## src/rtl/nf10_axis_arb_pkg.sv

```systemverilog
// Shared types and constants for the nf10 AXI4-Stream round-robin arbiter.
// The index width is sized for the largest supported fan-in (4 inputs).
package nf10_axis_arb_pkg;

  typedef enum logic {
    IDLE = 1'b0,
    BUSY = 1'b1
  } arb_state_t;

  localparam int ARB_MAX_INPUTS  = 4;
  localparam int ARB_IDX_WIDTH   = $clog2(ARB_MAX_INPUTS);
  localparam int ARB_DATA_WIDTH  = 64;
  localparam int ARB_TUSER_WIDTH = 128;
  localparam int ARB_CNT_WIDTH   = 32;

  // Index that sits 'step' places after 'idx' on a ring of 'n' inputs.
  function automatic logic [ARB_IDX_WIDTH-1:0] rr_next(
    input logic [ARB_IDX_WIDTH-1:0] idx,
    input int                       n,
    input int                       step
  );
    int sum;
    sum = int'(idx) + step;
    return ARB_IDX_WIDTH'(sum % n);
  endfunction

endpackage

```

## src/rtl/nf10_rr_pick.sv

```systemverilog
// Combinational round-robin picker: returns the first requesting input
// found scanning upward from the one after last_idx, with wrap-around.
module nf10_rr_pick
  import nf10_axis_arb_pkg::*;
#(
  parameter int C_NUM_INPUTS = 4
) (
  input  logic [C_NUM_INPUTS-1:0]  req,
  input  logic [ARB_IDX_WIDTH-1:0] last_idx,
  output logic [ARB_IDX_WIDTH-1:0] idx,
  output logic                     found
);

  logic [ARB_IDX_WIDTH-1:0] cand;

  // Walk from lowest to highest priority so the nearest requester wins last.
  always_comb begin
    idx   = '0;
    found = 1'b0;
    cand  = '0;
    for (int k = C_NUM_INPUTS; k >= 1; k--) begin
      cand = rr_next(last_idx, C_NUM_INPUTS, k);
      if (req[cand]) begin
        idx   = cand;
        found = 1'b1;
      end
    end
  end

endmodule

```

## src/rtl/nf10_axis_rr_arbiter.sv

```systemverilog
// Packet-granular round-robin arbiter sharing one AXI4-Stream master among
// up to four sources; a grant is held from the first beat through tlast.
module nf10_axis_rr_arbiter
  import nf10_axis_arb_pkg::*;
#(
  parameter int C_NUM_INPUTS       = 4,
  parameter int C_AXIS_DATA_WIDTH  = ARB_DATA_WIDTH,
  parameter int C_AXIS_TUSER_WIDTH = ARB_TUSER_WIDTH,
  parameter int C_CNT_WIDTH        = ARB_CNT_WIDTH
) (
  input  logic                                         aclk,
  input  logic                                         areset,
  input  logic                                         en,
  input  logic [C_NUM_INPUTS*C_AXIS_DATA_WIDTH-1:0]    s_axis_tdata,
  input  logic [C_NUM_INPUTS*C_AXIS_DATA_WIDTH/8-1:0]  s_axis_tstrb,
  input  logic [C_NUM_INPUTS*C_AXIS_TUSER_WIDTH-1:0]   s_axis_tuser,
  input  logic [C_NUM_INPUTS-1:0]                      s_axis_tvalid,
  input  logic [C_NUM_INPUTS-1:0]                      s_axis_tlast,
  output logic [C_NUM_INPUTS-1:0]                      s_axis_tready,
  output logic [C_AXIS_DATA_WIDTH-1:0]                 m_axis_tdata,
  output logic [C_AXIS_DATA_WIDTH/8-1:0]               m_axis_tstrb,
  output logic [C_AXIS_TUSER_WIDTH-1:0]                m_axis_tuser,
  output logic                                         m_axis_tvalid,
  output logic                                         m_axis_tlast,
  input  logic                                         m_axis_tready,
  output logic                                         busy,
  output logic [C_NUM_INPUTS-1:0]                      grant,
  output logic [C_NUM_INPUTS*C_CNT_WIDTH-1:0]          pkt_count
);

  localparam int DW = C_AXIS_DATA_WIDTH;
  localparam int SW = C_AXIS_DATA_WIDTH / 8;
  localparam int UW = C_AXIS_TUSER_WIDTH;
  localparam int CW = C_CNT_WIDTH;
  localparam int IW = ARB_IDX_WIDTH;

  arb_state_t            state;
  arb_state_t            state_next;
  logic [IW-1:0]         grant_idx;
  logic [IW-1:0]         last_idx;
  logic [IW-1:0]         pick_idx;
  logic                  pick_found;
  logic [C_NUM_INPUTS-1:0] grant_q;
  logic                  start;
  logic                  xfer_last;

  nf10_rr_pick #(
    .C_NUM_INPUTS (C_NUM_INPUTS)
  ) u_pick (
    .req      (s_axis_tvalid),
    .last_idx (last_idx),
    .idx      (pick_idx),
    .found    (pick_found)
  );

  // Zero-latency datapath: the granted input drives m_axis while BUSY,
  // everything is held at zero while IDLE.
  always_comb begin
    m_axis_tdata  = '0;
    m_axis_tstrb  = '0;
    m_axis_tuser  = '0;
    m_axis_tvalid = 1'b0;
    m_axis_tlast  = 1'b0;
    s_axis_tready = '0;
    if (state == BUSY) begin
      for (int i = 0; i < C_NUM_INPUTS; i++) begin
        if (grant_idx == IW'(i)) begin
          m_axis_tdata     = s_axis_tdata[i*DW +: DW];
          m_axis_tstrb     = s_axis_tstrb[i*SW +: SW];
          m_axis_tuser     = s_axis_tuser[i*UW +: UW];
          m_axis_tvalid    = s_axis_tvalid[i];
          m_axis_tlast     = s_axis_tlast[i];
          s_axis_tready[i] = m_axis_tready;
        end
      end
    end
  end

  assign start     = (state == IDLE) && en && pick_found;
  assign xfer_last = (state == BUSY) && m_axis_tvalid && m_axis_tready && m_axis_tlast;

  always_comb begin
    state_next = state;
    case (state)
      IDLE:    if (start)     state_next = BUSY;
      BUSY:    if (xfer_last) state_next = IDLE;
      default: state_next = IDLE;
    endcase
  end

  always_ff @(posedge aclk or posedge areset) begin
    if (areset) state <= IDLE;
    else        state <= state_next;
  end

  // last_idx resets to the top input so input 0 is first in line.
  always_ff @(posedge aclk or posedge areset) begin
    if (areset) begin
      grant_idx <= '0;
      last_idx  <= IW'(C_NUM_INPUTS - 1);
      grant_q   <= '0;
    end else if (start) begin
      grant_idx <= pick_idx;
      grant_q   <= {{(C_NUM_INPUTS-1){1'b0}}, 1'b1} << pick_idx;
    end else if (xfer_last) begin
      last_idx  <= grant_idx;
      grant_q   <= '0;
    end
  end

  for (genvar i = 0; i < C_NUM_INPUTS; i++) begin : g_cnt
    logic [CW-1:0] cnt;

    always_ff @(posedge aclk or posedge areset) begin
      if (areset)                                   cnt <= '0;
      else if (xfer_last && grant_idx == IW'(i))    cnt <= cnt + CW'(1);
    end

    assign pkt_count[i*CW +: CW] = cnt;
  end

  assign busy  = (state == BUSY);
  assign grant = grant_q;

endmodule

```

## config.mk

```make
export PLATFORM = sky130hd
export DESIGN_NAME = nf10_axis_rr_arbiter
export DESIGN_NICKNAME = d
export VERILOG_FILES = /design/src/rtl/nf10_axis_arb_pkg.sv /design/src/rtl/nf10_rr_pick.sv /design/src/rtl/nf10_axis_rr_arbiter.sv
export SDC_FILE = /design/constraint.sdc
export NUM_CORES = 1
export LEC_CHECK = 0
export ABC_AREA = 1
export CORE_AREA = 2 2 447 449
export DETAILED_ROUTE_END_ITERATION = 10
export DIE_AREA = 0 0 449 451
export GPL_TIMING_DRIVEN = 0
export SYNTH_ARGS = -nofsm -noshare
export SYNTH_HDL_FRONTEND = slang
export SYNTH_HIERARCHICAL = 1
export SYNTH_SLANG_ARGS = --single-unit
export TNS_END_PERCENT = 100
```

## constraint.sdc

```tcl
create_clock -name aclk -period 14.45 [get_ports aclk]
set_input_delay 3.6125 -clock aclk [delete_from_list [all_inputs] [get_ports aclk]]
set_output_delay 3.6125 -clock aclk [all_outputs]
set_load 0.01 [all_outputs]
```

# After elaboration in Yosys (flattened, before gate mapping)
# Index checks and enable logic that the tools add are counted.
[totals]
ff_bits = 137
input_bits = 812
elab_cells = 89
out_inout_bits = 339
[classes]
n_eq_ne = 3
shift = 1
n_bitwise = 2
order_cmp = 4
n_reduce_logical = 12
muxes = 51
addsub = 8
[op_table]
columns = ["cell", "count"]
rows = [
  ["2-to-1 mux 128 bit", 5],
  ["2-to-1 mux 64 bit", 5],
  ["adder 32 x 1 -> 32 bit, second input constant", 4],
  ["2-to-1 mux 8 bit", 5],
  ["2-to-1 mux 1 bit", 24],
  ["less-than comparator 2 x 3 -> 1 bit, second input constant", 4],
  ["2-to-1 mux 4 bit", 3],
  ["logical AND 1 bit", 9],
  ["binary-select mux 1 bit (select 2 bit)", 4],
  ["2-to-1 mux 2 bit", 4],
  ["adder 2 x 1 -> 2 bit, second input constant", 2],
  ["adder 2 bit, second input constant", 2],
  ["== test 2 bit, second input constant", 2],
  ["left shift 1 x 2 -> 4 bit, first input constant", 1],
  ["== test 2 x 1 -> 1 bit, second input constant", 1],
  ["logical NOT 2 bit", 1],
  ["inverter 1 bit", 2],
  ["one-hot mux 1 bit (2 select lines)", 1],
  ["AND reduction 2 bit", 1],
  ["nonzero test 2 bit", 1],
]

# Logic depth before layout (Yosys ltp)
# Gate-level depths: netlist of the first run.
[logic_depth]
ltp_word = 11
mapped_depth = 13
depth_no_buf = 12

# Modules after synthesis
# Netlist of the first run, hierarchy kept.
[by_module_without_submodules]
columns = ["mod", "area_per_inst_um2", "cells_per_inst", "n_inst"]
rows = [
  ["nf10_axis_rr_arbiter", 14931.8, 2618, 1],
  ["nf10_rr_pick", 226.5, 49, 1],
]

# Worst setup path before layout of the first run
# OpenSTA, ideal clock, no wires.
[synth_path]
path_kind = "input port to output port"
startpoint = "input s_axis_tlast[1]"
endpoint = "output m_axis_tlast"
arrival_time_ps = 4192
path_stages = 6
path_slack_ps = 6646
t_required_ps = 10837
path_buffers = 0
cell_sequence = "inv_1 > o21ai_0 > nand3_1 > nand2_2 > inv_2 > nor2_1"
[synth_between]
elab_chain_len = 4
[synth_rtl]
columns = ["item", "line_no", "text"]
rows = [
  ["from (decl)", "nf10_axis_rr_arbiter.sv:18", "input logic [C_NUM_INPUTS-1:0] s_axis_tlast,"],
  ["2-to-1 mux 1 bit (3 in series)", "nf10_axis_rr_arbiter.sv:67", "if (grant_idx == IW'(i)) begin"],
  ["2-to-1 mux 1 bit", "nf10_axis_rr_arbiter.sv:65", "if (state == BUSY) begin"],
  ["to (decl)", "nf10_axis_rr_arbiter.sv:24", "output logic m_axis_tlast,"],
]
# Every way passes these cells.

# Worst setup path in the final report of the first run
[layout_path]
startpoint = "input s_axis_tuser[187]"
endpoint = "output m_axis_tuser[59]"
[layout_between]
elab_chain_len = 4
[layout_rtl]
columns = ["item", "line_no", "text"]
rows = [
  ["from (decl)", "nf10_axis_rr_arbiter.sv:16", "input logic [C_NUM_INPUTS*C_AXIS_TUSER_WIDTH-1:0] s_axis_tuser,"],
  ["2-to-1 mux 128 bit (3 in series)", "nf10_axis_rr_arbiter.sv:67", ""],
  ["2-to-1 mux 128 bit", "nf10_axis_rr_arbiter.sv:65", ""],
  ["to (decl)", "nf10_axis_rr_arbiter.sv:22", "output logic [C_AXIS_TUSER_WIDTH-1:0] m_axis_tuser,"],
]
# Every way passes these cells.

==> results.tsv, run 1 <==
stage	metric	value	unit
final_layout	fin_nets	4658	
setup_path	crit_path_start_kind	input pin	
logic_synthesis	ys_types	34	
final_layout	fill_cells	23000	
power_and_ir_drop	peakVddDrop	0.000108	V
cts	htree_num_levels	4	
grt	antenna_found_initial	157	
final_layout	layout.cells.non_filler	6560	
cts	cts_root_buf	clkbuf_16	
logic_synthesis	synth_most_common_cell	nand2_1	
routing	drt-pass1-iter-count	8	
grt	grt_max_degree	89	
setup_path	cp_top_family	buffers and inverters	
logic_synthesis	async_flop_share	100	%
logic_synthesis	synth_area_leaders	nand2_1 (28%), dfrtp_1 (22%), nor2_1 (9.4%), o211ai_1 (5.1%), o221ai_1 (4.9%)	
timing	fin_crit_sh	66.0	%
floorplanning	io_pins	1151	
setup_path	critPathSlowestCell	clkdlybuf4s50_1	
setup_path	end_kind	output port	
place	pre_cts_slack	4.89	ns
power_and_ir_drop	p_per_area	153	mW/mm2
logic_synthesis	ys_dominant_reg_cell	dfrtp_1	
timing	fin_ws	4.92	ns
timing	tns	0	ns
place	numPortBuffers	1150	
setup_path	critPathKind	in -> out	
timing	worst_slew_pin_slew	1.37	ns
routing	ant_nets	0	
routing	vias	24300	
final_layout	drive_gt1_share	3.35	%
logic_synthesis	synth_edf_count	0	
setup_path	path_cells	clkdlybuf4s50_1 -> nor2_1 -> nor2_1 -> o221ai_1 -> a21oi_1 -> clkdlybuf4s50_1	
grt	grt-ovfl-total	0	
cts	cts_buffers	17	
logic_synthesis	yosys.area.top_type	nand2_1	
routing	drtIter0Drc	1949	
cts	cts_tree	built	
timing	rsz0062_at_grt	false	
timing	fin_skew	0.0152	ns
timing	max_slew_margin	8.84	%
floorplanning	die_area	0.202	mm2
cts	clkTransAtPathRegs	0.07	ns
place	numPlacedInstances	6479	
cts	postCtsSetupBuffers	0	
grt	grt_pass1_vias	23200	
logic_synthesis	synth_seq_area_share	22.6	%
routing	wl_per_cell	28.8	um
setup_path	path_buf_inv	2	
grt	track_usage	17.9	%
logic_synthesis	syn_nets	3483	
timing	slew_viol_final	0	
min_path	hold_class	reg -> reg	
cts	insertion_delay	0.51	ns
floorplanning	die_x	449	um
run_status	status	complete, no violations	
timing	finalSetupViolations	0	
cts	cts_resized	0	
timing	fmax	0.105	GHz
logic_synthesis	synth_cells	2667	
cts	clock_sinks	137	
routing	avgViaCountPerCell	3.71	
timing	hold_viol_final	0	
setup_path	arrival	5.92	ns
power_and_ir_drop	power.leakage	12.2	nW
flow_run	maxCapViolCount	0	
logic_synthesis	ys_seq_elements	137	
floorplanning	core_area	0.198	mm2
timing	fin_crit	9.53	ns
cts	cts_hold_buf	0	
place	gp_congestion	1.03	
setup_path	required	10.84	ns
setup_path	slowest_delay	0.68	ns
cts	cts_max_path_buffers	2	
place	dp_hpwl	170	mm
logic_synthesis	synth_area_per_cell	5.68	um2
power_and_ir_drop	p_total	4.72	mW
floorplanning	start_util	7.65	%
routing	routed_wirelength	189	mm
routing	drc_errors	0	
logic_synthesis	synth_area	0.0152	mm2
logic_synthesis	synth_warnings	6	
setup_path	crit_fanout	1	
grt	grt_pass1_wl	238	mm
final_layout	syn2layout_area_growth	103	%
logic_synthesis	synth_top_cell_area_share	27.6	%
logic_synthesis	synth_common_cells	nand2_1 (1,115), nor2_1 (379), inv_1 (167)	
floorplanning	rows	164	
floorplanning	chipHeight	451	um
metrics by stage:
step | utilization [%] | area, um2 | hold slack (ns)
final | 15.5 | 30800 | 0.501
after global routing | 15.5 | 30700 | 0.546
after CTS | 15.5 | 30700 | 0.504
after detailed placement | 15.2 | 30100 | 0.492
after global placement | 15.1 | 30000 | 0.486
after floorplan | - | 15200 | 0.477
worst reg2reg max path, cell delays in order (launching register included):
cell	delay, ns
dfrtp_1	0.37
buf_2	0.43
nand2_4	0.19
inv_2	0.35
nand2_1	0.13
nand2_2	0.21
nand3_4	0.24
nor2_4	0.29
buf_4	0.24
nand2_1	0.09
nand2_1	0.07
kinds of logic after synthesis:
| logic type | synth area share (%) |
|---|---|
| fa+ha+maj | 0.330 |
| flops | 22.6 |
| buf+inv | 9.49 |
| compound gates | 18.4 |
| simple gates | 45.7 |
| xor+xnor | 3.41 |
power by group:
part	leakage, nW	internal, mW	switching (mW)
Combinational	10.0	1.41	2.40
Sequential	1.89	0.407	0.0265
Clock	0.281	0.257	0.220
Total	12.2	2.08	2.64
cell usage in the layout, fill, tap and decap left out, drive strengths merged:
| cell | n |
|---|---|
| a21oi | 97 |
| and2 | 1 |
| buf | 73 |
| bufinv | 2 |
| clkbuf | 106 |
| clkdlybuf4s50 | 1150 |
| clkinv | 3 |
| clkinvlp | 3 |
| dfrtp | 135 |
| dfstp | 2 |
| diode | 49 |
| ha | 4 |
| inv | 181 |
| nand2 | 1128 |
| nand3 | 124 |
| nand3b | 62 |
| nand4 | 2 |
| nor2 | 388 |
| o211ai | 103 |
| o21ai | 122 |
| o21bai | 13 |
| o221ai | 84 |
| o22ai | 13 |
| xnor2 | 14 |
| xor2 | 45 |
per-layer routing:
layer / part of all wire, % / global-route usage [%]
met1: 37 / 19.3
met2: 49 / 31.5
met3: 7.9 / 5.78
met4: 5.6 / 8.39
met5: 0.28 / 0
flip-flops by register name (all words and copies together) (netlist names):
| signal | cells |
|---|---|
| busy | 1 |
| g_cnt.cnt | 128 |
| grant | 4 |
| grant_idx | 2 |
| last_idx | 2 |
path summary, 6_finish.rpt:
path / start / endpoint / slack [ns] / cells after the start
max in group asynchronous: areset / g_cnt[2].cnt[4] / 10.01 / 3
min in group asynchronous: areset / g_cnt[1].cnt[5] / 3.49 / 2
hold / removal: last_idx[0] / last_idx[0] / 0.50 / 2
hold reg to reg: last_idx[0] / last_idx[0] / 0.50 / 2
setup reg to reg: grant_idx[1] / g_cnt[1].cnt[1] / 11.78 / 10
setup / recovery: s_axis_tuser[187] / m_axis_tuser[59] / 4.92 / 6
final cells by class:
class	count	area, um2	share of cell area, %
clock buffers	18	429	1.39
plain buffers	155	777	2.52
clock inverters	14	160	0.520
multi-input cells	2200	10300	33.4
diodes	49	123	0.398
flip-flops and latches	137	3430	11.1
well taps	2656	3320	10.8
inverters	175	672	2.18
repair buffers	1156	11600	37.7
Note: power is estimated with default switching activity, not from simulation.
==> run 2, diff against run 1 <==
- CORE_AREA: 2 2 447 449 -> 2 2 452 454
- DIE_AREA: 0 0 449 451 -> 0 0 454 456
- clock period: 14.45 -> 9.72 ns (I/O delays scaled with it)
==> run 2 against run 1 <==
Utilization is 0.28 points lower. Power grew 51%. Clock-buffer cell count grew 2. Critical path type unchanged.
==> results.tsv, run 2 (same netlist as run 1, synthesis figures left out) <==
stage	metric	value	unit	change
cts	cts_max_path_buffers	2		unchanged
grt	track_usage	18.0	%	+0.12 points
cts	clkTransAtPathRegs	0.07	ns	about the same
routing	ant_nets	0		unchanged
timing	slew_viol_final	0		unchanged
cts	clock_sinks	137		unchanged
grt	grt-ovfl-total	0		unchanged
min_path	hold_class	reg -> reg		
timing	fin_skew	0.0243	ns	+0.00907 ns
timing	fmax	0.137	GHz	
grt	met3_usage	5.29	%	-0.49 points
timing	max_slew_margin	9.36	%	+0.52 points
timing	fin_crit_sh	75.2	%	
place	numPlacedInstances	6493		+0.22%
cts	cts_buffers	17		unchanged
floorplanning	io_pins	1151		unchanged
setup_path	crit_fanout	1		unchanged
timing	finalSetupViolations	0		unchanged
grt	grt_max_degree	90		+1.1%
timing	tns	0	ns	unchanged
timing	rsz0062_at_grt	false		
final_layout	largest_register	g_cnt.cnt		
setup_path	critPathKind	in -> out		
timing	hold_viol_final	0		unchanged
floorplanning	core_area	0.202	mm2	+1.8%
floorplanning	die_x	454	um	+1.1%
cts	cts_root_buf	clkbuf_16		
routing	drc_errors	0		unchanged
place	gp_congestion	1.07		+4.6%
timing	worst_slew_pin_slew	1.36	ns	-0.00778 ns
grt	grt_pass1_vias	23700		+2.1%
setup_path	crit_path_start_kind	input pin		
final_layout	layout.cells.non_filler	6568		+0.12%
cts	htree_num_levels	4		unchanged
power_and_ir_drop	power.leakage	12.2	nW	-0.10%
routing	routed_wirelength	194	mm	+2.4%
final_layout	drive_gt1_share	3.43	%	+0.080 points
final_layout	final_common_cell	clkdlybuf4s50_1		
setup_path	required	7.29	ns	-3.55 ns
timing	fin_crit	7.31	ns	
routing	vias	24200		-0.49%
cts	insertion_delay	0.51	ns	about the same
final_layout	largest_reg_flops	128		unchanged
floorplanning	chipHeight	456	um	+1.1%
grt	grt_pass1_wl	244	mm	+2.5%
floorplanning	rows	165		+0.61%
run_status	status	complete, no violations		
final_layout	final_cell_mix	clkdlybuf4s50_1 (1,150), nand2_1 (1,115), nor2_1 (379), inv_1 (166), dfrtp_1 (135)		
power_and_ir_drop	peakVddDrop	0.000125	V	+16%
flow_run	maxCapViolCount	0		unchanged
place	dp_hpwl	173	mm	+1.7%
cts	cts_tree	built		
routing	drt-pass1-iter-count	5		-3
cts	postCtsSetupBuffers	0		unchanged
place	numPortBuffers	1150		unchanged
cts	cts_resized	0		unchanged
floorplanning	start_util	7.52	%	-0.13 points
routing	avgViaCountPerCell	3.69		-0.61%
power_and_ir_drop	p_per_area	232	mW/mm2	+51%
grt	busiest_layer	met2		
routing	wl_per_cell	29.5	um	+2.3%
routing	drtIter0Drc	1723		-12%
grt	grt_use_met1	19.4	%	+0.090 points
grt	antenna_found_initial	116		-26%
final_layout	syn2layout_area_growth	103	%	about the same
floorplanning	die_area	0.207	mm2	+2.2%
cts	cts_hold_buf	0		unchanged
final_layout	fin_nets	4656		-0.043%
setup_path	arrival	4.88	ns	-1.04 ns
setup_path	end_kind	output port		
grt	grt_util_met2	31.8	%	+0.36 points
==> run 2: cell count changes in the layout (fill, tap and decap cells not counted), moves of 2 or more <==
cell        previous run  this run
clkbuf_1              87        83
clkbuf_8               0         2
clkinvlp_4             3         5
inv_6                  6         3
diode_2               49        43
clkbuf_2               2         6
==> run 2: layout make-up <==
type                       count  area [um2]
fill                       23400      171000
timing repair buffer        1154       11600
multi-input combinational   2200       10300
sequential                   137        3430
tap                         2672        3340
buffer                       155         783
inverter                     175         672
clock buffer                  20         457
clock inverter                12         141
antenna                       43         108
==> run 2: final timing paths <==
check                             startpoint               end  slack [ns]  cells after the start
setup / recovery           s_axis_tuser[471]  m_axis_tuser[87]        2.41                      4
hold / removal                   last_idx[0]       last_idx[0]        0.50                      2
setup reg to reg                grant_idx[0]  g_cnt[0].cnt[18]        7.00                      8
hold reg to reg                  last_idx[0]       last_idx[0]        0.50                      2
max in group asynchronous             areset  g_cnt[2].cnt[14]        6.40                      3
min in group asynchronous             areset   g_cnt[1].cnt[6]        2.33                      2
==> run 2: where the power goes <==
group	internal, mW	switching [mW]
sequential	0.605	0.0401
clock	0.393	0.329
combinational	2.09	3.68
==> run 2: layer usage <==
metal  vias up  share of wire [%]  wire length [um]
met5         -               0.25               492
met4        78                5.5             10600
met3       303                7.6             14800
met2      1171                 50             96600
met1     11600                 37             71300
li1      11100                  -                 -
==> run 2: stage by stage <==
step	util (%)	cell area (um2)	setup WS [ns]	power (mW)	hold WS, ns
2_1_floorplan	-	15200	3.63	2.82	0.477
3_3_place_gp	14.9	30000	0.599	6.50	0.487
3_5_place_dp	14.9	30100	2.41	6.51	0.493
4_1_cts	15.2	30700	2.27	7.28	0.504
5_1_grt	15.2	30700	2.32	7.49	0.519
6_report	15.3	30800	2.41	7.14	0.501
==> run 2: critical path: stages <==
cell	delay [ns]
clkdlybuf4s50_1	0.52
o21ai_0	1.04
a21oi_1	0.27
clkdlybuf4s50_1	0.61
